===== src/rtl/mem_arb_pkg.sv =====
// Shared types and constants for the two-port memory arbiter.
// Holds the FSM state encoding, default widths and the requester index constants.
package mem_arb_pkg;

    localparam int ADDR_W_DEFAULT = 13;
    localparam int DATA_W_DEFAULT = 16;

    // Requester indices; port 0 is instruction fetch, port 1 is data.
    localparam logic PORT0 = 1'b0;
    localparam logic PORT1 = 1'b1;

    typedef enum logic [1:0] {
        IDLE   = 2'd0,
        ACCESS = 2'd1,
        RESP   = 2'd2
    } arb_state_e;

endpackage


===== src/rtl/rr_arbiter2.sv =====
// Two-way round-robin pick with a sticky override that lets port 1 keep ownership.
// Purely combinational; the caller decides when the pick is consumed.
module rr_arbiter2
    import mem_arb_pkg::*;
(
    input  logic [1:0] req,
    input  logic       last,
    input  logic       lock,
    output logic       grant
);

    always_comb begin
        grant = PORT0;
        // A locked port 1 keeps the memory as long as it is still asking for it.
        if (lock && req[PORT1]) begin
            grant = PORT1;
        end else if (req[PORT0] && req[PORT1]) begin
            grant = ~last;
        end else if (req[PORT1]) begin
            grant = PORT1;
        end
    end

endmodule


===== src/rtl/mem_arbiter.sv =====
// Arbitrates two requesters onto a single-port memory: IDLE -> ACCESS -> RESP,
// one access per three cycles, registered read data per port.
module mem_arbiter
    import mem_arb_pkg::*;
#(
    parameter int ADDR_W = ADDR_W_DEFAULT,
    parameter int DATA_W = DATA_W_DEFAULT
) (
    input  logic              clk,
    input  logic              rst,
    input  logic              p0_req,
    input  logic              p0_we,
    input  logic [ADDR_W-1:0] p0_addr,
    input  logic [DATA_W-1:0] p0_wdata,
    input  logic              p1_req,
    input  logic              p1_we,
    input  logic [ADDR_W-1:0] p1_addr,
    input  logic [DATA_W-1:0] p1_wdata,
    input  logic              p1_lock,
    output logic              p0_ack,
    output logic              p1_ack,
    output logic [DATA_W-1:0] p0_rdata,
    output logic [DATA_W-1:0] p1_rdata,
    output logic              mem_read,
    output logic              mem_write,
    output logic [ADDR_W-1:0] mem_addr,
    output logic [DATA_W-1:0] mem_wdata,
    input  logic [DATA_W-1:0] mem_rdata
);

    arb_state_e        state_q, state_d;
    logic              grant_q, grant_d;
    logic              we_q, we_d;
    logic [ADDR_W-1:0] addr_q, addr_d;
    logic [DATA_W-1:0] wdata_q, wdata_d;
    logic              last_q, last_d;
    logic              lock_q, lock_d;
    logic [DATA_W-1:0] p0_rdata_q, p0_rdata_d;
    logic [DATA_W-1:0] p1_rdata_q, p1_rdata_d;
    logic              pick;

    rr_arbiter2 u_rr (
        .req   ({p1_req, p0_req}),
        .last  (last_q),
        .lock  (lock_q),
        .grant (pick)
    );

    always_comb begin
        state_d    = state_q;
        grant_d    = grant_q;
        we_d       = we_q;
        addr_d     = addr_q;
        wdata_d    = wdata_q;
        last_d     = last_q;
        lock_d     = lock_q;
        p0_rdata_d = p0_rdata_q;
        p1_rdata_d = p1_rdata_q;
        case (state_q)
            IDLE: begin
                if (p0_req || p1_req) begin
                    grant_d = pick;
                    we_d    = (pick == PORT1) ? p1_we    : p0_we;
                    addr_d  = (pick == PORT1) ? p1_addr  : p0_addr;
                    wdata_d = (pick == PORT1) ? p1_wdata : p0_wdata;
                    state_d = ACCESS;
                end
            end
            ACCESS: begin
                if (!we_q) begin
                    if (grant_q == PORT1) begin
                        p1_rdata_d = mem_rdata;
                    end else begin
                        p0_rdata_d = mem_rdata;
                    end
                end
                state_d = RESP;
            end
            RESP: begin
                // Lock is judged at the ack: only a locked port-1 completion carries over.
                last_d  = grant_q;
                lock_d  = (grant_q == PORT1) && p1_lock;
                state_d = IDLE;
            end
            default: begin
                state_d = IDLE;
            end
        endcase
    end

    always_ff @(posedge clk or posedge rst) begin
        if (rst) begin
            state_q    <= IDLE;
            grant_q    <= PORT0;
            we_q       <= 1'b0;
            addr_q     <= '0;
            wdata_q    <= '0;
            last_q     <= PORT1;
            lock_q     <= 1'b0;
            p0_rdata_q <= '0;
            p1_rdata_q <= '0;
        end else begin
            state_q    <= state_d;
            grant_q    <= grant_d;
            we_q       <= we_d;
            addr_q     <= addr_d;
            wdata_q    <= wdata_d;
            last_q     <= last_d;
            lock_q     <= lock_d;
            p0_rdata_q <= p0_rdata_d;
            p1_rdata_q <= p1_rdata_d;
        end
    end

    // Strobes decode straight from the state flop, so an asynchronous reset kills them at once.
    assign mem_read  = (state_q == ACCESS) && !we_q;
    assign mem_write = (state_q == ACCESS) && we_q;
    assign mem_addr  = addr_q;
    assign mem_wdata = wdata_q;
    assign p0_ack    = (state_q == RESP) && (grant_q == PORT0);
    assign p1_ack    = (state_q == RESP) && (grant_q == PORT1);
    assign p0_rdata  = p0_rdata_q;
    assign p1_rdata  = p1_rdata_q;

    a_ack_exclusive: assert property (@(posedge clk) disable iff (rst) !(p0_ack && p1_ack));
    a_strobe_exclusive: assert property (@(posedge clk) disable iff (rst) !(mem_read && mem_write));

endmodule


===== config.mk =====
export PLATFORM = sky130hd
export DESIGN_NAME = mem_arbiter
export DESIGN_NICKNAME = d
export VERILOG_FILES = /design/src/rtl/mem_arb_pkg.sv /design/src/rtl/rr_arbiter2.sv /design/src/rtl/mem_arbiter.sv
export SDC_FILE = /design/constraint.sdc
export NUM_CORES = 1
export LEC_CHECK = 0
export CAP_MARGIN = 20
export CORE_MARGIN = 2
export CORE_UTILIZATION = 44
export CTS_CLUSTER_SIZE = 40
export DETAILED_ROUTE_END_ITERATION = 16
export PLACE_DENSITY = 0.95
export REMOVE_ABC_BUFFERS = 1
export SLEW_MARGIN = 20
export SYNTH_ARGS = -nofsm -noshare
export SYNTH_HDL_FRONTEND = slang
export SYNTH_SLANG_ARGS = --single-unit

===== constraint.sdc =====
create_clock -name clk -period 2.9 [get_ports clk]
set_input_delay 0.29 -clock clk [delete_from_list [all_inputs] [get_ports clk]]
set_output_delay 0.29 -clock clk [all_outputs]
set_load 0.02 [all_outputs]

==> summary.md, run 1 <==
| Metric | Value |
|---|---|
| Outcome | `completed` |
| Sequential share of power | `0.330` |
| Endpoints failing setup | `0` |
| Starting density of the core | `0.451` |
| Data arrival, critical path | `1.80 ns` |
| Area leader, netlist | `dfrtp_1` |
| I/O pin cnt | `146` |
| Top-count cell post-synth | `dfrtp_1` |
| DP Cell Count | `444` |
| Total internal power | `3.25 mW` |
| Asr flop ratio synth | `1.00` |
| Post-CTS setup buffers | `0` |
| Antenna-violating nets left | `0` |
| Period minus WS final | `2.09 ns` |
| Vias | `2547` |
| Largest net degree at the start of global routing | `62` |
| CP Max Fanout | `5` |
| Fill count | `461` |
| Antenna diodes | `0` |
| Overflow after GRT | `0` |
| Largest cells by area after synthesis | `dfrtp_1 (55%), a221o_1 (9.9%), and4_1 (8.7%)` |
| CP Class | `flop to output pin` |
| Die Wd | `87.0 µm` |
| #FFs+latches synth | `67` |
| NetSw | `1.95 mW` |
| DR vias/cell | `5.56` |
| Part of the power in the clock network | `0.140` |
| Clock sinks | `67` |
| H-tree Lvls | `3` |
| Layout net count | `456` |
| Synth-to-Final Area Change | `55.4%` |
| Core Util, Final | `0.701` |
| Final Slew Violations | `0` |
| Max VDD drop | `0.414 mV` |
| Rows | `30` |
| Layout cells sized above 1 | `0.0979` |
| Worst-Margin Slew | `0.920 ns` |
| Static leakage | `2.06 nW` |
| Die area | `7560 µm²` |
| Crit. End Element | `output pin` |
| Max Fclk | `479 MHz` |
| Max Cap Violations | `0` |
| Non-Filler Instances | `458` |
| DRT Pass-1 Iters | `4` |
| Clock Skews | `0.00948 ns` |
| First-pass GRT wire length | `12.7 mm` |
| Netlist Area Pre-Place | `3030 µm²` |
| Period utilisation layout | `0.719` |
| Total negative slack | `0 ns` |
| Rel. slew slack | `0.386` |
| RSZ-0062 raised after global routing | `false` |
| HP Class | `primary input to async pin` |
| Mean Syn Cell Area | `12.8 µm²` |
| Core area | `6720 µm²` |
| Routed len/inst | `18.1 µm` |
| Cts bufs inserted | `9` |
| Yosys warnings | `0` |
| CP Launch Type | `flop` |
| Clk_lat worst skew | `0.34 ns` |
| DRT iter0 DRCs | `83` |
| All-layer global routing usage | `0.222` |
| Share of Yosys cell area claimed by the top area cell type | `0.545` |
| Sw Ratio | `0.376` |
| CTS root buf | `clkbuf_8` |
| Top FF cell, synth | `dfrtp_1` |
| Distinct cells, synth | `24` |
| # DRC | `0` |
| Post-CTS Hold Buffers | `0` |
| Gate power share | `0.530` |
| Post-cts gate resize count | `0` |
| Sequential-to-total area share from yosys stat | `0.554` |
| CTS tree | `built` |
| Clock-pin slew on the worst setup and hold paths | `0.07 ns` |
| Synth cell count leaders | `dfrtp_1 (66), a221o_1 (30), and3_1 (30), and4_1 (30), mux2_1 (20)` |
| Vias in the first global route | `2498` |
| Initial antenna violation count | `0` |
| Die span in y | `87.0 µm` |
| Power Density | `1110 nW/µm²` |
| Syn Inst Count | `236` |
| Worst-case clock buffer depth | `2` |
| Post-Route WL | `8.30 mm` |
| Reg2reg start | `state_q[1]$_DFFE_PP0P_` |
| DP Wirelength | `6.08 mm` |
| Crit path required time | `2.61 ns` |
| EDFF count, synth | `0` |
| Crit path launch | `state_q[0]$_DFFE_PP0P_` |
| Port bufs | `145` |
| Final Hold Fails | `0` |
| Final GP Congestion | `0.776` |
## kinds of logic (layout without fill, tap and decap cells)
logic type      Yosys count  in the layout  synth area share
simple gates             76             76             0.179
flops                    67             67             0.554
compound gates           33             33             0.105
mux                      32             32             0.119
buf+inv                  28            170            0.0434
## path summary, 6_finish.rpt
check	to	slack [ns]	cells past startpoint
max in group asynchronous	p1_rdata[8]$_DFFE_PP0P_	1.70	3
worst min register to register	p0_rdata[6]$_DFFE_PP0P_	0.48	1
worst min-delay path	p1_rdata[7]$_DFFE_PP0P_	0.48	2
worst max register to register	p1_rdata[15]$_DFFE_PP0P_	0.95	3
min in group clk	p0_rdata[6]$_DFFE_PP0P_	0.48	1
worst max-delay path	p1_ack	0.81	3
## cell usage in the layout, fill, tap and decap left out
master / n
bufinv_16: 1
clkbuf_8: 10
or2_1: 1
dfstp_2: 1
buf_4: 8
clkinv_2: 2
and4_1: 30
nor3b_2: 1
clkbuf_1: 1
clkdlybuf4s50_1: 145
nor2_1: 2
nor2b_1: 1
mux2_2: 12
and2_1: 3
o21ai_0: 2
nand3_1: 1
inv_2: 1
inv_1: 2
mux2_1: 20
nand2_1: 4
nand3b_1: 1
a221o_1: 30
a21o_1: 1
nor2_4: 1
and3_1: 30
nand2b_1: 1
dfrtp_1: 66
## layout make-up
type,instances,area (µm²),share of cell area
Tap cell,80,100,0.0213
Clock buffer,11,141,0.0300
Clock inverter,3,40.0,0.00851
Multi-Input combinational cell,141,1220,0.260
Sequential cell,67,1680,0.356
Inverter,3,11.3,0.00239
Timing Repair Buffer,153,1510,0.321
## through the flow
step                      hold WS, ns  cell area (µm²)  setup slack, ns  power (mW)
after detailed placement        0.474             4530            0.825        4.50
after global routing            0.509             4710            0.734        5.49
after CTS                       0.489             4710            0.808        5.24
final                           0.480             4710            0.814        5.20
after floorplan                 0.425             2910            0.358        3.13
after global placement          0.466             4530            0.824        4.39
## power by group through the flow
stage                     Sequential, mW  Combinational (mW)  Clock, mW
after floorplan                     2.20               0.932          0
after global placement              1.70                2.69          0
after detailed placement            1.72                2.78          0
after CTS                           1.72                2.78      0.742
after global routing                1.77                2.94      0.785
final                               1.72                2.76      0.728
## registers in the layout, summed over array words and instances, names as in the netlist
register	cells
p0_rdata	16
mem_wdata	16
last_q	1
we_q	1
lock_q	1
state_q	2
grant_q	1
mem_addr	13
p1_rdata	16
## metal layers
layer,share of wire,track usage,up-vias
met5,0,0,-
met4,0.014,0.0881,0
met3,0.071,0.0493,9
met2,0.48,0.365,128
met1,0.43,0.285,1216
li1,-,-,1194
## critical path, stage by stage (launching register included)
cell and delay, ns:
dfrtp_1 0.42, nand2b_1 0.23, nor2_1 0.17, clkdlybuf4s50_1 0.64
Power figures use the tool's default switching activity.
==> inputs of run 2 (changes only) <==
CORE_UTILIZATION = 41   (was 44)
PLACE_DENSITY = 0.92   (was 0.95)
clock period = 2.09 ns   (was 2.9 ns; I/O delays follow)
==> run 2 against run 1 <==
Highest routed layer unchanged. Largest cell class unchanged. Count of clock-buffer cells in the layout is the same. Global-route usage is 0.65 points lower. Routed wire length rose by 2.5%. Non-clock buffer count up 7. Clock power grew 57%. Via count rose by 2.4%. Sequential cell count stayed put. Worst setup slack lost 0.67 ns. Clock skew is 0.0011 ns lower. Power grew 42%.
==> summary.md, run 2 (synthesis gave the netlist of run 1 again) <==
| Metric | Value |
|---|---|
| H-tree Lvls | `3` |
| Crit path required time | `1.88 ns` |
| Die span in y | `90.0 µm` |
| Outcome | `completed` |
| Period utilisation layout | `0.932` |
| Non-Filler Instances | `486` |
| Synth-to-Final Area Change | `59.6%` |
| Vias in the first global route | `2656` |
| Post-CTS Hold Buffers | `0` |
| Clock-pin slew on the worst setup and hold paths | `0.07 ns` |
| DP Cell Count | `470` |
| Total Power | `7.40 mW` |
| All-layer global routing usage | `0.215` |
| Reg2Reg Depth | `4` |
| I/O pin cnt | `146` |
| Final instance area | `4840 µm²` |
| Crit. End Element | `output pin` |
| Data arrival, critical path | `1.74 ns` |
| Rows | `31` |
| Port bufs | `145` |
| Power Density | `1530 nW/µm²` |
| Met3 Use GR | `0.0553` |
| Bufs and invs on worst path | `1` |
| Cts bufs inserted | `9` |
| Final GP Congestion | `0.812` |
| Final Hold Fails | `0` |
| Final Slew Violations | `0` |
| Post-Route WL | `8.51 mm` |
| Max Cap Violations | `0` |
| CP Launch Type | `flop` |
| Initial antenna violation count | `0` |
| Most frequent cells in the layout | `clkdlybuf4s50_1 (145), dfrtp_1 (66), and3_1 (30), and4_1 (30), a221o_1 (30)` |
| CP Class | `flop to output pin` |
| First-pass GRT wire length | `13.8 mm` |
| DRT Pass-1 Iters | `4` |
| Post-CTS setup buffers | `0` |
| Static leakage | `2.11 nW` |
| Clock Skews | `0.00838 ns` |
| RSZ-0062 raised after global routing | `false` |
| Die Wd | `90.0 µm` |
| Vias | `2608` |
| Most common cell after layout, fill and taps aside | `clkdlybuf4s50_1` |
| CP max stage delay | `0.62 ns` |
| Max Fclk | `513 MHz` |
| Core Util, Final | `0.670` |
| Worst-case clock buffer depth | `2` |
| Die area | `8090 µm²` |
| Overflow after GRT | `0` |
| DRT iter0 DRCs | `96` |
| Worst reg2reg setup slack | `0.48 ns` |
| Rel. slew slack | `0.664` |
| Worst-Margin Slew | `0.504 ns` |
| Grt met2 use | `0.371` |
| Largest net degree at the start of global routing | `32` |
| Worst r2r dst | `p1_rdata[14]$_DFFE_PP0P_` |
| Core area | `7210 µm²` |
| Final worst slack | `0.142 ns` |
| Routed len/inst | `17.5 µm` |
| # DRC | `0` |
| HP Class | `primary input to async pin` |
| Period minus WS final | `1.95 ns` |
| CTS tree | `built` |
| DP Wirelength | `6.35 mm` |
| Endpoints failing setup | `0` |
| M1 GR Usage | `0.264` |
| Clock sinks | `67` |
| Crit path launch | `state_q[0]$_DFFE_PP0P_` |
| Post-place instance area | `4630 µm²` |
| DR vias/cell | `5.37` |
| CP Max Fanout | `5` |
| Layout cells sized above 1 | `0.116` |
| Crit-path slowest cell | `clkdlybuf4s50_1` |
| CTS root buf | `clkbuf_8` |
| CP cell instances | `nand2b_1 > nor2_1 > clkdlybuf4s50_1` |
| Post-cts gate resize count | `0` |
| Antenna-violating nets left | `0` |
| Reg2reg start | `state_q[1]$_DFFE_PP0P_` |
| Layout net count | `463` |
| Gr busiest metal | `met2` |
| Clk_lat worst skew | `0.33 ns` |
| Max VDD drop | `0.642 mV` |
| CP top delay family | `buffers and inverters` |
| Place WS | `0.216 ns` |
| Antenna diodes | `0` |
| Starting density of the core | `0.420` |
==> run 2: cell type report <==
type                       instances  area, µm²
multi-input combinational        141       1220
sequential                        67       1680
timing repair buffer             160       1590
tap                               99        124
clock inverter                     5       77.6
fill                             523       2380
inverter                           3       11.3
clock buffer                      11        131
==> run 2: power breakdown <==
part	internal, mW	switching [mW]
sequential	1.97	0.403
clock	0.669	0.467
combinational	2.03	1.86
==> run 2: worst max path at each step <==
stage	slack, ns	cells after the start	end
after global placement	0.29	6	mem_addr[10]$_DFFE_PP0P_
after detailed placement	0.22	6	mem_addr[10]$_DFFE_PP0P_
after floorplan	-0.45	3	mem_addr[0]$_DFFE_PP0P_
final	0.14	3	p1_ack
after global routing	0.06	3	p1_ack
after CTS	0.11	3	p1_ack
==> run 2: per-layer routing <==
layer | up-vias | share of wire
li1 | 1204 | -
met1 | 1252 | 0.41
met2 | 142 | 0.50
met3 | 10 | 0.079
met4 | 0 | 0.012
met5 | - | 0
==> run 2: metrics by stage <==
| step | setup TNS [ns] | hold slack [ns] |
|---|---|---|
| final | 0 | 0.231 |
| after CTS | 0 | 0.222 |
| after global routing | 0 | 0.264 |
| after floorplan | -13.85 | 0.344 |
| after detailed placement | 0 | 0.476 |
| after global placement | 0 | 0.466 |
==> inputs of run 3 (changes only) <==
CORE_UTILIZATION = 44   (was 41)
PLACE_DENSITY = 0.95   (was 0.92)
clock period = 2.33 ns   (was 2.09 ns; I/O delays follow)
==> run 3 against run 2 <==
Register-to-register slack better by 0.09 ns. Sequential power down 9.7%. Critical path depth unchanged. Hold slack worse by 0.038 ns. Worst setup slack better by 0.19 ns. Count of clock-buffer cells in the layout down 1.
==> summary.md, run 3 (synthesis gave the netlist of run 1 again) <==
| Metric | Value |
|---|---|
| Outcome | `completed` |
| Rows | `30` |
| DR vias/cell | `5.69` |
| CP Class | `flop to output pin` |
| Reg2Reg Depth | `4` |
| Crit path required time | `2.10 ns` |
| Crit. End Element | `output pin` |
| Post-cts gate resize count | `0` |
| Endpoints failing setup | `0` |
| Vias | `2647` |
| Overflow after GRT | `0` |
| Part of the power in the clock network | `0.128` |
| Power Density | `1360 nW/µm²` |
| All-layer global routing usage | `0.237` |
| Post-CTS setup buffers | `0` |
| HP Class | `primary input to async pin` |
| Metal1 wirelength | `3.50 mm` |
| Die area | `7560 µm²` |
| Starting density of the core | `0.451` |
| # DRC | `0` |
| Final Hold Fails | `0` |
| Core area | `6720 µm²` |
| RSZ-0062 raised after global routing | `false` |
| Final GP Congestion | `0.769` |
| Synth-to-Final Area Change | `56.8%` |
| Total internal power | `3.99 mW` |
| Largest net degree at the start of global routing | `36` |
| DRT Pass-1 Iters | `4` |
| Data arrival, critical path | `1.76 ns` |
| CP Launch Type | `flop` |
| Non-Filler Instances | `465` |
| Vias in the first global route | `2765` |
| Antenna-violating nets left | `0` |
| Static leakage | `2.08 nW` |
| Sequential share of power | `0.331` |
| Routed len/inst | `19.0 µm` |
| CTS tree | `built` |
| H-tree Lvls | `3` |
| Place WS | `0.306 ns` |
| Reg2reg start | `last_q$_DFFE_PP1N_` |
| Post-CTS Hold Buffers | `0` |
| Die span in y | `87.0 µm` |
| CP Max Fanout | `5` |
| Max Cap Violations | `0` |
| Antenna diodes | `0` |
| Most common cell after layout, fill and taps aside | `clkdlybuf4s50_1` |
| Met2 wire length | `4.41 mm` |
| Max VDD drop | `0.529 mV` |
| DP Wirelength | `6.51 mm` |
| Sw Ratio | `0.385` |
| Worst r2r dst | `mem_addr[5]$_DFFE_PP0P_` |
| Final Slew Violations | `0` |
| Layout net count | `462` |
| Period minus WS final | `2.00 ns` |
| DRT iter0 DRCs | `99` |
| Clock sinks | `67` |
| Layout cells sized above 1 | `0.117` |
| DP Cell Count | `450` |
| Post-Route WL | `8.82 mm` |
| Gate power share | `0.541` |
| Initial antenna violation count | `0` |
| Clock-pin slew on the worst setup and hold paths | `0.07 ns` |
| Clk_lat worst skew | `0.33 ns` |
| Die Wd | `87.0 µm` |
| Met3 wire len | `741 µm` |
| Most frequent cells in the layout | `clkdlybuf4s50_1 (145), dfrtp_1 (66), and3_1 (30), and4_1 (30), a221o_1 (30)` |
| Fill count | `470` |
| Cts bufs inserted | `9` |
| Period utilisation layout | `0.857` |
| Clock Skews | `0.00504 ns` |
| Worst reg2reg setup slack | `0.57 ns` |
| CTS root buf | `clkbuf_8` |
| Top Metal Used | `met4` |
| Worst-Margin Slew | `0.440 ns` |
| I/O pin cnt | `146` |
| Worst-case clock buffer depth | `2` |
| NetSw | `2.49 mW` |
| Max Fclk | `501 MHz` |
| Port bufs | `145` |
| Total Power | `6.48 mW` |
| First-pass GRT wire length | `13.6 mm` |
| Rel. slew slack | `0.706` |
| Final worst slack | `0.334 ns` |
## run 3: cell types whose count changed in the layout (fill, tap and decap cells not counted)
cell and delta:
clkinvlp_4 +1, clkbuf_1 -2, bufinv_16 -2, clkinv_2 +1, clkbuf_8 +1, buf_12 -1
## run 3: worst max-delay path by stage
stage                                 from                        end  slack (ns)  cells past startpoint
detailed placement                  p1_req  mem_wdata[10]$_DFFE_PP0P_        0.31                      6
finish              state_q[0]$_DFFE_PP0P_                     p1_ack        0.33                      3
global route        state_q[0]$_DFFE_PP0P_                     p1_ack        0.25                      3
floorplan           state_q[1]$_DFFE_PP0P_    mem_addr[0]$_DFFE_PP0P_       -0.21                      3
CTS                 state_q[0]$_DFFE_PP0P_                     p1_ack        0.31                      3
global placement                    p1_req    mem_addr[0]$_DFFE_PP0P_        0.34                      6
## run 3: cell type report
class / instances / area (µm²) / share of cell area
clock buffer: 10 / 138 / 0.0290
tap: 80 / 100 / 0.0211
sequential: 67 / 1680 / 0.353
clock inverter: 5 / 30.0 / 0.00632
inverter: 3 / 11.3 / 0.00237
multi-input combinational: 141 / 1220 / 0.258
timing repair buffer: 159 / 1570 / 0.330
## run 3: routing by layer
layer  vias up  global-route usage
met5         -                   0
met4         0              0.0966
met3        16              0.0739
met2       141               0.412
met1      1285               0.269
li1       1205                   -
## run 3: power by group through the flow
stage	sequential [mW]	clock (mW)	combinational, mW
floorplan	2.73	0	1.16
global placement	2.12	0	3.40
detailed placement	2.14	0	3.54
CTS	2.14	0.850	3.54
global route	2.20	0.898	3.73
finish	2.14	0.830	3.51
## run 3: worst max-delay path, stage by stage, from the launching register on
cell	delay, ns
dfrtp_1	0.42
nand2b_1	0.23
nor2_1	0.16
clkdlybuf4s50_1	0.63
## run 3: through the flow
step / setup TNS, ns / utilization / area (µm²) / hold WS, ns
final: 0 / 0.707 / 4750 / 0.193
after global placement: 0 / 0.682 / 4580 / 0.466
after floorplan: -6.35 / - / 2910 / 0.368
after global routing: 0 / 0.707 / 4750 / 0.209
after detailed placement: 0 / 0.682 / 4580 / 0.475
after CTS: 0 / 0.707 / 4750 / 0.184
